**src/rtl/gpio_pad_ctrl_if.sv**
```systemverilog
// gpio_pad_ctrl_if: register-file and pad-ring signals of the per-pin GPIO controller.
interface gpio_pad_ctrl_if #(
    parameter int NUM_PIN    = 8,
    parameter int DBNC_WIDTH = 8
);
    logic [NUM_PIN-1:0]    dir_i;
    logic [NUM_PIN-1:0]    out_i;
    logic [NUM_PIN-1:0]    pull_en_i;
    logic [NUM_PIN-1:0]    dbnc_en_i;
    logic [DBNC_WIDTH-1:0] dbnc_thr_i;
    logic [NUM_PIN-1:0]    irq_rise_en_i;
    logic [NUM_PIN-1:0]    irq_fall_en_i;
    logic [NUM_PIN-1:0]    irq_clr_i;
    logic [NUM_PIN-1:0]    pad_i_o;
    logic [NUM_PIN-1:0]    pad_oen_o;
    logic [NUM_PIN-1:0]    pad_ren_o;
    logic [NUM_PIN-1:0]    pad_c_i;
    logic [NUM_PIN-1:0]    in_o;
    logic [NUM_PIN-1:0]    irq_pend_o;
    logic                  irq_o;

    modport master (
        output dir_i, out_i, pull_en_i, dbnc_en_i, dbnc_thr_i,
               irq_rise_en_i, irq_fall_en_i, irq_clr_i, pad_c_i,
        input  pad_i_o, pad_oen_o, pad_ren_o, in_o, irq_pend_o, irq_o
    );

    modport slave (
        input  dir_i, out_i, pull_en_i, dbnc_en_i, dbnc_thr_i,
               irq_rise_en_i, irq_fall_en_i, irq_clr_i, pad_c_i,
        output pad_i_o, pad_oen_o, pad_ren_o, in_o, irq_pend_o, irq_o
    );
endinterface

```
**src/rtl/gpio_pad_ctrl.sv**
```systemverilog
// gpio_pad_ctrl: registers pad drive controls, synchronises and debounces pad input,
// and latches filtered edges into sticky write-1-to-clear interrupt-pending bits.
module gpio_pad_ctrl #(
    parameter int NUM_PIN    = 8,
    parameter int DBNC_WIDTH = 8
) (
    input logic           clk_i,
    input logic           rst_n_i,
    gpio_pad_ctrl_if.slave bus
);
    logic [NUM_PIN-1:0]    s1, s2, filt, filt_q, pend, filt_d, rise, fall;
    logic [DBNC_WIDTH-1:0] cnt   [NUM_PIN];
    logic [DBNC_WIDTH-1:0] cnt_d [NUM_PIN];

    // filt follows s2 when bypassed or once the mismatch has outlasted the threshold
    always_comb begin
        filt_d = filt;
        for (int k = 0; k < NUM_PIN; k++) begin
            filt_d[k] = (!bus.dbnc_en_i[k] || cnt[k] >= bus.dbnc_thr_i) ? s2[k] : filt[k];
            cnt_d[k]  = (bus.dbnc_en_i[k] && s2[k] != filt[k] && cnt[k] < bus.dbnc_thr_i)
                        ? cnt[k] + 1'b1 : '0;
        end
    end

    assign rise           = filt & ~filt_q;
    assign fall           = ~filt & filt_q;
    assign bus.in_o       = filt;
    assign bus.irq_pend_o = pend;
    assign bus.irq_o      = |pend;

    always_ff @(posedge clk_i or negedge rst_n_i) begin
        if (!rst_n_i) begin
            bus.pad_i_o   <= '0;
            bus.pad_oen_o <= '1;
            bus.pad_ren_o <= '0;
            s1            <= '0;
            s2            <= '0;
            filt          <= '0;
            filt_q        <= '0;
            pend          <= '0;
            for (int k = 0; k < NUM_PIN; k++) cnt[k] <= '0;
        end else begin
            bus.pad_i_o   <= bus.out_i;
            bus.pad_oen_o <= ~bus.dir_i;
            bus.pad_ren_o <= bus.pull_en_i;
            s1            <= bus.pad_c_i;
            s2            <= s1;
            filt          <= filt_d;
            filt_q        <= filt;
            pend          <= (rise & bus.irq_rise_en_i) | (fall & bus.irq_fall_en_i) |
                             (pend & ~bus.irq_clr_i);
            for (int k = 0; k < NUM_PIN; k++) cnt[k] <= cnt_d[k];
        end
    end
endmodule
```
**src/flat_wrapper.sv**
```systemverilog
// flat-port wrapper written by rule: the top's interface ports become plain ports
module gpio_pad_ctrl_flat 
#(
    parameter int NUM_PIN    = 8,
    parameter int DBNC_WIDTH = 8
)
  (clk_i, rst_n_i, bus_dir_i, bus_out_i, bus_pull_en_i, bus_dbnc_en_i, bus_dbnc_thr_i, bus_irq_rise_en_i, bus_irq_fall_en_i, bus_irq_clr_i, bus_pad_c_i, bus_pad_i_o, bus_pad_oen_o, bus_pad_ren_o, bus_in_o, bus_irq_pend_o, bus_irq_o);
  gpio_pad_ctrl_if #(.NUM_PIN(NUM_PIN), .DBNC_WIDTH(DBNC_WIDTH)) bus_i ();
  input logic clk_i;
  input logic rst_n_i;
  input wire logic [$bits(bus_i.dir_i)-1:0] bus_dir_i;
  input wire logic [$bits(bus_i.out_i)-1:0] bus_out_i;
  input wire logic [$bits(bus_i.pull_en_i)-1:0] bus_pull_en_i;
  input wire logic [$bits(bus_i.dbnc_en_i)-1:0] bus_dbnc_en_i;
  input wire logic [$bits(bus_i.dbnc_thr_i)-1:0] bus_dbnc_thr_i;
  input wire logic [$bits(bus_i.irq_rise_en_i)-1:0] bus_irq_rise_en_i;
  input wire logic [$bits(bus_i.irq_fall_en_i)-1:0] bus_irq_fall_en_i;
  input wire logic [$bits(bus_i.irq_clr_i)-1:0] bus_irq_clr_i;
  input wire logic [$bits(bus_i.pad_c_i)-1:0] bus_pad_c_i;
  output wire logic [$bits(bus_i.pad_i_o)-1:0] bus_pad_i_o;
  output wire logic [$bits(bus_i.pad_oen_o)-1:0] bus_pad_oen_o;
  output wire logic [$bits(bus_i.pad_ren_o)-1:0] bus_pad_ren_o;
  output wire logic [$bits(bus_i.in_o)-1:0] bus_in_o;
  output wire logic [$bits(bus_i.irq_pend_o)-1:0] bus_irq_pend_o;
  output wire logic [$bits(bus_i.irq_o)-1:0] bus_irq_o;
  assign bus_i.dir_i = bus_dir_i;
  assign bus_i.out_i = bus_out_i;
  assign bus_i.pull_en_i = bus_pull_en_i;
  assign bus_i.dbnc_en_i = bus_dbnc_en_i;
  assign bus_i.dbnc_thr_i = bus_dbnc_thr_i;
  assign bus_i.irq_rise_en_i = bus_irq_rise_en_i;
  assign bus_i.irq_fall_en_i = bus_irq_fall_en_i;
  assign bus_i.irq_clr_i = bus_irq_clr_i;
  assign bus_i.pad_c_i = bus_pad_c_i;
  assign bus_pad_i_o = bus_i.pad_i_o;
  assign bus_pad_oen_o = bus_i.pad_oen_o;
  assign bus_pad_ren_o = bus_i.pad_ren_o;
  assign bus_in_o = bus_i.in_o;
  assign bus_irq_pend_o = bus_i.irq_pend_o;
  assign bus_irq_o = bus_i.irq_o;
  gpio_pad_ctrl #(.NUM_PIN(NUM_PIN), .DBNC_WIDTH(DBNC_WIDTH)) u_core (.clk_i(clk_i), .rst_n_i(rst_n_i), .bus(bus_i));
endmodule
```
**config.mk**
```make
export PLATFORM = sky130hd
export DESIGN_NAME = gpio_pad_ctrl_flat
export DESIGN_NICKNAME = d
export VERILOG_FILES = /design/src/rtl/gpio_pad_ctrl_if.sv /design/src/rtl/gpio_pad_ctrl.sv /design/src/flat_wrapper.sv
export SDC_FILE = /design/constraint.sdc
export NUM_CORES = 1
export LEC_CHECK = 0
export ABC_AREA = 1
export CORE_ASPECT_RATIO = 1.25
export CORE_MARGIN = 1.5
export CORE_UTILIZATION = 45
export DETAILED_ROUTE_END_ITERATION = 8
export PLACE_DENSITY = 0.7
export SLEW_MARGIN = 20
export SYNTH_ARGS = -nofsm -noshare
export SYNTH_HDL_FRONTEND = slang
export SYNTH_SLANG_ARGS = --single-unit
```
**constraint.sdc**
```tcl
create_clock -name clk_i -period 2.9 [get_ports clk_i]
set_clock_uncertainty 0.15 [all_clocks]
set_input_delay 0.725 -clock clk_i [delete_from_list [all_inputs] [get_ports clk_i]]
set_output_delay 0.725 -clock clk_i [all_outputs]
set_load 0.02 [all_outputs]
```
==> results of run 1 <==
[cell usage after synthesis, drive strengths merged]
cell type	n	area, sq um
nand4	8	50.05
dfstp	8	210.2
xor2	32	280.3
inv	102	382.9
o211ai	8	60.06
a21oi	24	120.1
nor3	8	80.08
ha	72	900.9
nor4	2	12.51
xnor2	24	210.2
nand3	48	387.9
nor2	112	488.0
nand2	130	490.5
dfrtp	120	3003
a21o	8	60.06
[cell families after synthesis]
family | Yosys count | share of synthesized area (%)
XOR/XNOR | 56 | 7.281
AO/OA/AOI/OAI | 40 | 3.566
flip-flops | 128 | 47.70
buffers and inverters | 102 | 5.684
AND/OR/NAND/NOR | 308 | 22.40
adder cells (fa/ha/maj) | 72 | 13.37
[through the flow]
stage          utilization [%]  power (W)  area, sq um
2_1_floorplan                -   0.002263         6736
5_1_grt                  60.04   0.004675         8725
3_5_place_dp             56.33   0.002590         8185
3_3_place_gp             56.33   0.002567         8185
4_1_cts                  60.04   0.004530         8725
6_report                 60.04   0.004466         8725
[path summary, 6_finish.rpt]
check / slack, ns / cells after the start / endpoint
max in group asynchronous: 1.71 / 2 / u_core.cnt[0]
max reg2reg: 1.25 / 8 / u_core.cnt[60]
min reg2reg: 0.20 / 0 / u_core.s2[4]
max: 0.28 / 3 / bus_irq_o
min in group clk_i: 0.20 / 0 / u_core.s2[4]
min: 0.1 / 1 / u_core.bus.irq_pend_o[2]
[state kept, by name (all words and copies together) (netlist names)]
signal,count
u_core.cnt,64
u_core.bus.irq_pend_o,8
u_core.bus.pad_oen_o,8
u_core.bus.pad_i_o,8
u_core.filt_q,8
u_core.bus.pad_ren_o,8
u_core.s1,8
u_core.s2,8
u_core.bus.in_o,8
[metal layers]
metal | GRT usage (%) | wire (microns) | vias to the layer above
li1 | - | - | 2530
met1 | 22.76 | 5818 | 2374
met2 | 34.48 | 7048 | 133
met3 | 5.575 | 919 | 25
met4 | 7.195 | 304 | 0
met5 | 0 | 0 | -
[layout make-up]
cell class,instances,area [sq um]
Clock buffer,22,474.2
Clock inverter,10,65.06
Multi-Input combinational cell,476,3141
Fill cell,1218,5806
Inverter,102,382.9
Sequential cell,128,3213
Timing Repair Buffer,124,1226
Tap cell,178,222.7
[report_power, final]
part,leakage (nW),internal (W),total [W],switching [W]
clock,0.250,0.00115,0.00191,0.000763
sequential,1.64,0.00188,0.00196,0.0000789
combinational,2.33,0.000288,0.000596,0.000307
total,4.22,0.00332,0.00447,0.00115
==> qor.yml, run 1 <==
synth.net_count: 852
cp-start-kind: "register"
crit_path_start: "u_core.bus.irq_pend_o[1]"
worst_ep_arrival_time_ns: 1.74
finalWorstSetupSlack_ns: 0.2802
globalRouteOverflowTotal: 0
r2r-start: "u_core.cnt[59]"
grt_pass1_wl_microns: 24290
htree_num_levels: 4
clk_root_buffer_cell: "sky130_fd_sc_hd__clkbuf_16"
crit_buf_inv: 1
critical_path.cell_chain: "nor4_1, nand2_1, clkdlybuf4s50_1"
post-route-min-period_ns: 2.620
detail_route.wirelength_microns: 14090
syn-cell-area_sq_um: 6736
layout-drive-gt1-share_pct: 12.06
report.final.setup_viol: 0
fp.dieH_microns: 139.8
power.static_leakage_nw: 4.216
timing.slew.headroom_pct: 68.45
synth.ff_latch_count: 128
clock_slew_at_the_register_clock_pins_of_the_worst_setup_and_hold_paths_ns: 0.05
synth_warnings: 0
grt_max_degree: 67
total_neg_setup_slack_ns: 0
cts_sink_count: 128
mostFrequentLayoutCell: "sky130_fd_sc_hd__nand2_1"
f_max_ghz: 0.3817
finalHoldViolCount: 0
rows: 49
synthToLayoutAreaGrowth_pct: 29.51
wl_per_cell_microns: 13.55
critical_path_class: "reg2out"
end_kind: "output pin"
commonest_cells_after_routing_fill_and_taps_aside: "129 x sky130_fd_sc_hd__nand2_1, 120 x sky130_fd_sc_hd__dfrtp_1, 113 x sky130_fd_sc_hd__clkdlybuf4s50_1, 102 x sky130_fd_sc_hd__inv_1, 85 x sky130_fd_sc_hd__nor2_1"
fp.coreArea_sq_um: 14530
timing.critical_path.slowest_stage_cell: "sky130_fd_sc_hd__clkdlybuf4s50_1"
drtAntennaViolNets: 0
dr.first_iter.drc_count: 180
tritoncts: "built"
initial_core_util_pct: 46.36
clock_latency_ns: 0.41
post-route-drc-count: 7
synth_cells: 706
violations: "DRC"
dp.cells: 1008
design.final.nets: 995
routed_via_density: 4.867
placement.setup.worst_slack_ns: 0.2517
crit_required_ns: 2.03
synth_cell_types: 19
cpPeakStageDelay_ns: 0.54
power_density_nw_per_um2: 511.9
critical-path-top-delay-family: "buffers and inverters"
min_period_over_period_pct: 90.34
critical_path.max_fanout: 3
cap_viol_max_count: 0
post_cts_resize_count: 0
hold_ws_ns: 0.09944
grt_util_all_layers_pct: 19.63
slew_viols_final: 0
vdd_ir_drop_max_uv: 466.6
numCtsBuffers: 17
rsz0062_at_grt: "no"
design.die.area_sq_um: 15720
post-dp-hpwl_microns: 10480
status: "complete, but fails checks"
vias_in_the_first_global_route: 5287
number_of_buffers_inserted_to_repair_setup_after_cts: 0
clock_tree.buffer_depth: 2
ios: 115
dr_total_vias: 5062
diodes: 0
holdBufCountCts: 0
hold_path.class: "in2async"
tightestPinTransition_ns: 0.4727
synth_sequential_area_ratio_pct: 47.70
post_synth.cell_area_avg_sq_um: 9.542
grt_antenna_before_repair: 0
drt_pass1_iterations: 8
instances_no_fill: 1040
io_buffer_count: 114
globalplace.congestion: 0.8543
horizontal_die_dimension_microns: 112.4
(Power assumes the default switching activity.)
==> run 2, diff against run 1 <==
Settings changed: CAP_MARGIN from default to 10, MAX_ROUTING_LAYER from default to met4.
==> run 2 against run 1 <==
The flow still finishes with violations (DRC). Final cell count unchanged. Largest cell class unchanged. Non-clock buffer count unchanged. Die area did not move. Via count is 0.43% lower. Sequential power about the same. Fmax about the same. Critical path depth unchanged. Hold slack worse by 0.0029 ns. Power is essentially flat. Count of clock-buffer cells in the layout is the same. Sequential cell count did not move.
==> qor.yml, run 2 (synthesis gave the netlist of run 1 again) <==
crit_required_ns: 2.03
wl_per_cell_microns: 13.54
post-route-min-period_ns: 2.622
layout.filler_cells: 1218
timing.slew.headroom_pct: 68.28
critical_path.max_fanout: 3
cpPeakStageDelay_ns: 0.54
cp-start-kind: "register"
rsz0062_at_grt: "no"
clk_root_buffer_cell: "sky130_fd_sc_hd__clkbuf_16"
grt_antenna_before_repair: 0
multi_input_area_sq_um: 3141
timing.critical_path.slowest_stage_cell: "sky130_fd_sc_hd__clkdlybuf4s50_1"
vdd_ir_drop_max_uv: 466.7
placed_cell_area_sq_um: 8185
ff2ff_path_depth: 8
dr.max_layer_used: "met4"
critical_path.cell_chain: "nor4_1, nand2_1, clkdlybuf4s50_1"
sequential_cell_area_sq_um: 3213
drtAntennaViolNets: 0
htree_num_levels: 4
fp.dieH_microns: 139.8
globalRouteOverflowTotal: 0
io_buffer_count: 114
cts_sink_count: 128
grt_pass1_wl_microns: 24270
power.static_leakage_nw: 4.216
vias_in_the_first_global_route: 5293
initial_core_util_pct: 46.36
detail_route.wirelength.met1_microns: 5922
number_of_buffers_inserted_to_repair_setup_after_cts: 0
post-dp-hpwl_microns: 10480
detail_route.wirelength_microns: 14080
cap_viol_max_count: 0
routed_via_density: 4.846
slew_viols_final: 0
tritoncts: "built"
clock_latency_ns: 0.42
end_kind: "output pin"
mostFrequentLayoutCell: "sky130_fd_sc_hd__nand2_1"
crit_buf_inv: 1
dr_total_vias: 5040
post_cts_resize_count: 0
min_period_over_period_pct: 90.41
critical-path-top-delay-family: "buffers and inverters"
critical_path_class: "reg2out"
grt_max_degree: 67
design.final.nets: 995
wl_met3_microns: 847
ios: 115
post-route-drc-count: 7
postLayoutCellArea_sq_um: 8725
hold_path.class: "in2async"
drt_pass1_iterations: 7
met2_wirelength_microns: 7016
dr.first_iter.drc_count: 188
globalplace.congestion: 0.8679
largest_register_ffs: 64
finalHoldViolCount: 0
power_density_nw_per_um2: 512.1
tightestPinTransition_ns: 0.4752
diodes: 0
grt_util_all_layers_pct: 20.19
rows: 49
worst_ep_arrival_time_ns: 1.75
violations: "DRC"
clock_tree.buffer_depth: 2
clock_slew_at_the_register_clock_pins_of_the_worst_setup_and_hold_paths_ns: 0.05
numCtsBuffers: 17
report.final.setup_viol: 0
f_max_ghz: 0.3814
fp.coreArea_sq_um: 14530
timing.critical_path.depth: 3
holdBufCountCts: 0
status: "complete, but fails checks"
total_neg_setup_slack_ns: 0
layout-drive-gt1-share_pct: 12.06
synthToLayoutAreaGrowth_pct: 29.51
horizontal_die_dimension_microns: 112.4
design.die.area_sq_um: 15720
commonest_cells_after_routing_fill_and_taps_aside: "129 x sky130_fd_sc_hd__nand2_1, 120 x sky130_fd_sc_hd__dfrtp_1, 113 x sky130_fd_sc_hd__clkdlybuf4s50_1, 102 x sky130_fd_sc_hd__inv_1, 85 x sky130_fd_sc_hd__nor2_1"
max_flop_register: "u_core.cnt"
[run 2: area by class of cell]
class / instances / share of cell area (%)
multi-input combinational: 476 / 36.00
sequential: 128 / 36.83
timing repair buffer: 124 / 14.05
clock inverter: 10 / 0.7457
clock buffer: 22 / 5.435
tap: 178 / 2.553
inverter: 102 / 4.388
[run 2: final timing paths]
check	from	endpoint	slack, ns
setup / recovery	u_core.bus.irq_pend_o[1]	bus_irq_o	0.28
hold / removal	rst_n_i	u_core.bus.irq_pend_o[2]	0.1
setup reg to reg	u_core.cnt[3]	u_core.cnt[7]	1.25
min in group clk_i	u_core.s1[4]	u_core.s2[4]	0.20
max in group asynchronous	rst_n_i	u_core.cnt[0]	1.71
hold reg to reg	u_core.s1[4]	u_core.s2[4]	0.20
[run 2: per-stage QoR]
| step | cells | worst slack, ns | hold slack, ns | power [W] | util (%) |
|---|---|---|---|---|---|
| floorplan | 706 | 0.9254 | 0.1812 | 0.002263 | - |
| global placement | 1008 | 0.3007 | 0.1836 | 0.002567 | 56.33 |
| detailed placement | 1008 | 0.2517 | 0.1873 | 0.002590 | 56.33 |
| CTS | 1040 | 0.2592 | 0.09781 | 0.004530 | 60.04 |
| global route | 1040 | 0.1760 | 0.1172 | 0.004673 | 60.04 |
| finish | 1040 | 0.2782 | 0.09656 | 0.004468 | 60.04 |
[run 2: power by group]
part / internal [W] / total [W] / leakage (nW) / switching (W)
logic: 0.000288 / 0.000596 / 2.33 / 0.000307
registers: 0.00188 / 0.00196 / 1.64 / 0.0000792
clock network: 0.00115 / 0.00192 / 0.250 / 0.000765
[run 2: per-layer routing]
metal,vias to the layer above,track usage (%)
met1,2361,23.01
met2,125,34.45
li1,2530,-
met4,0,6.995
met5,-,-
met3,24,5.226
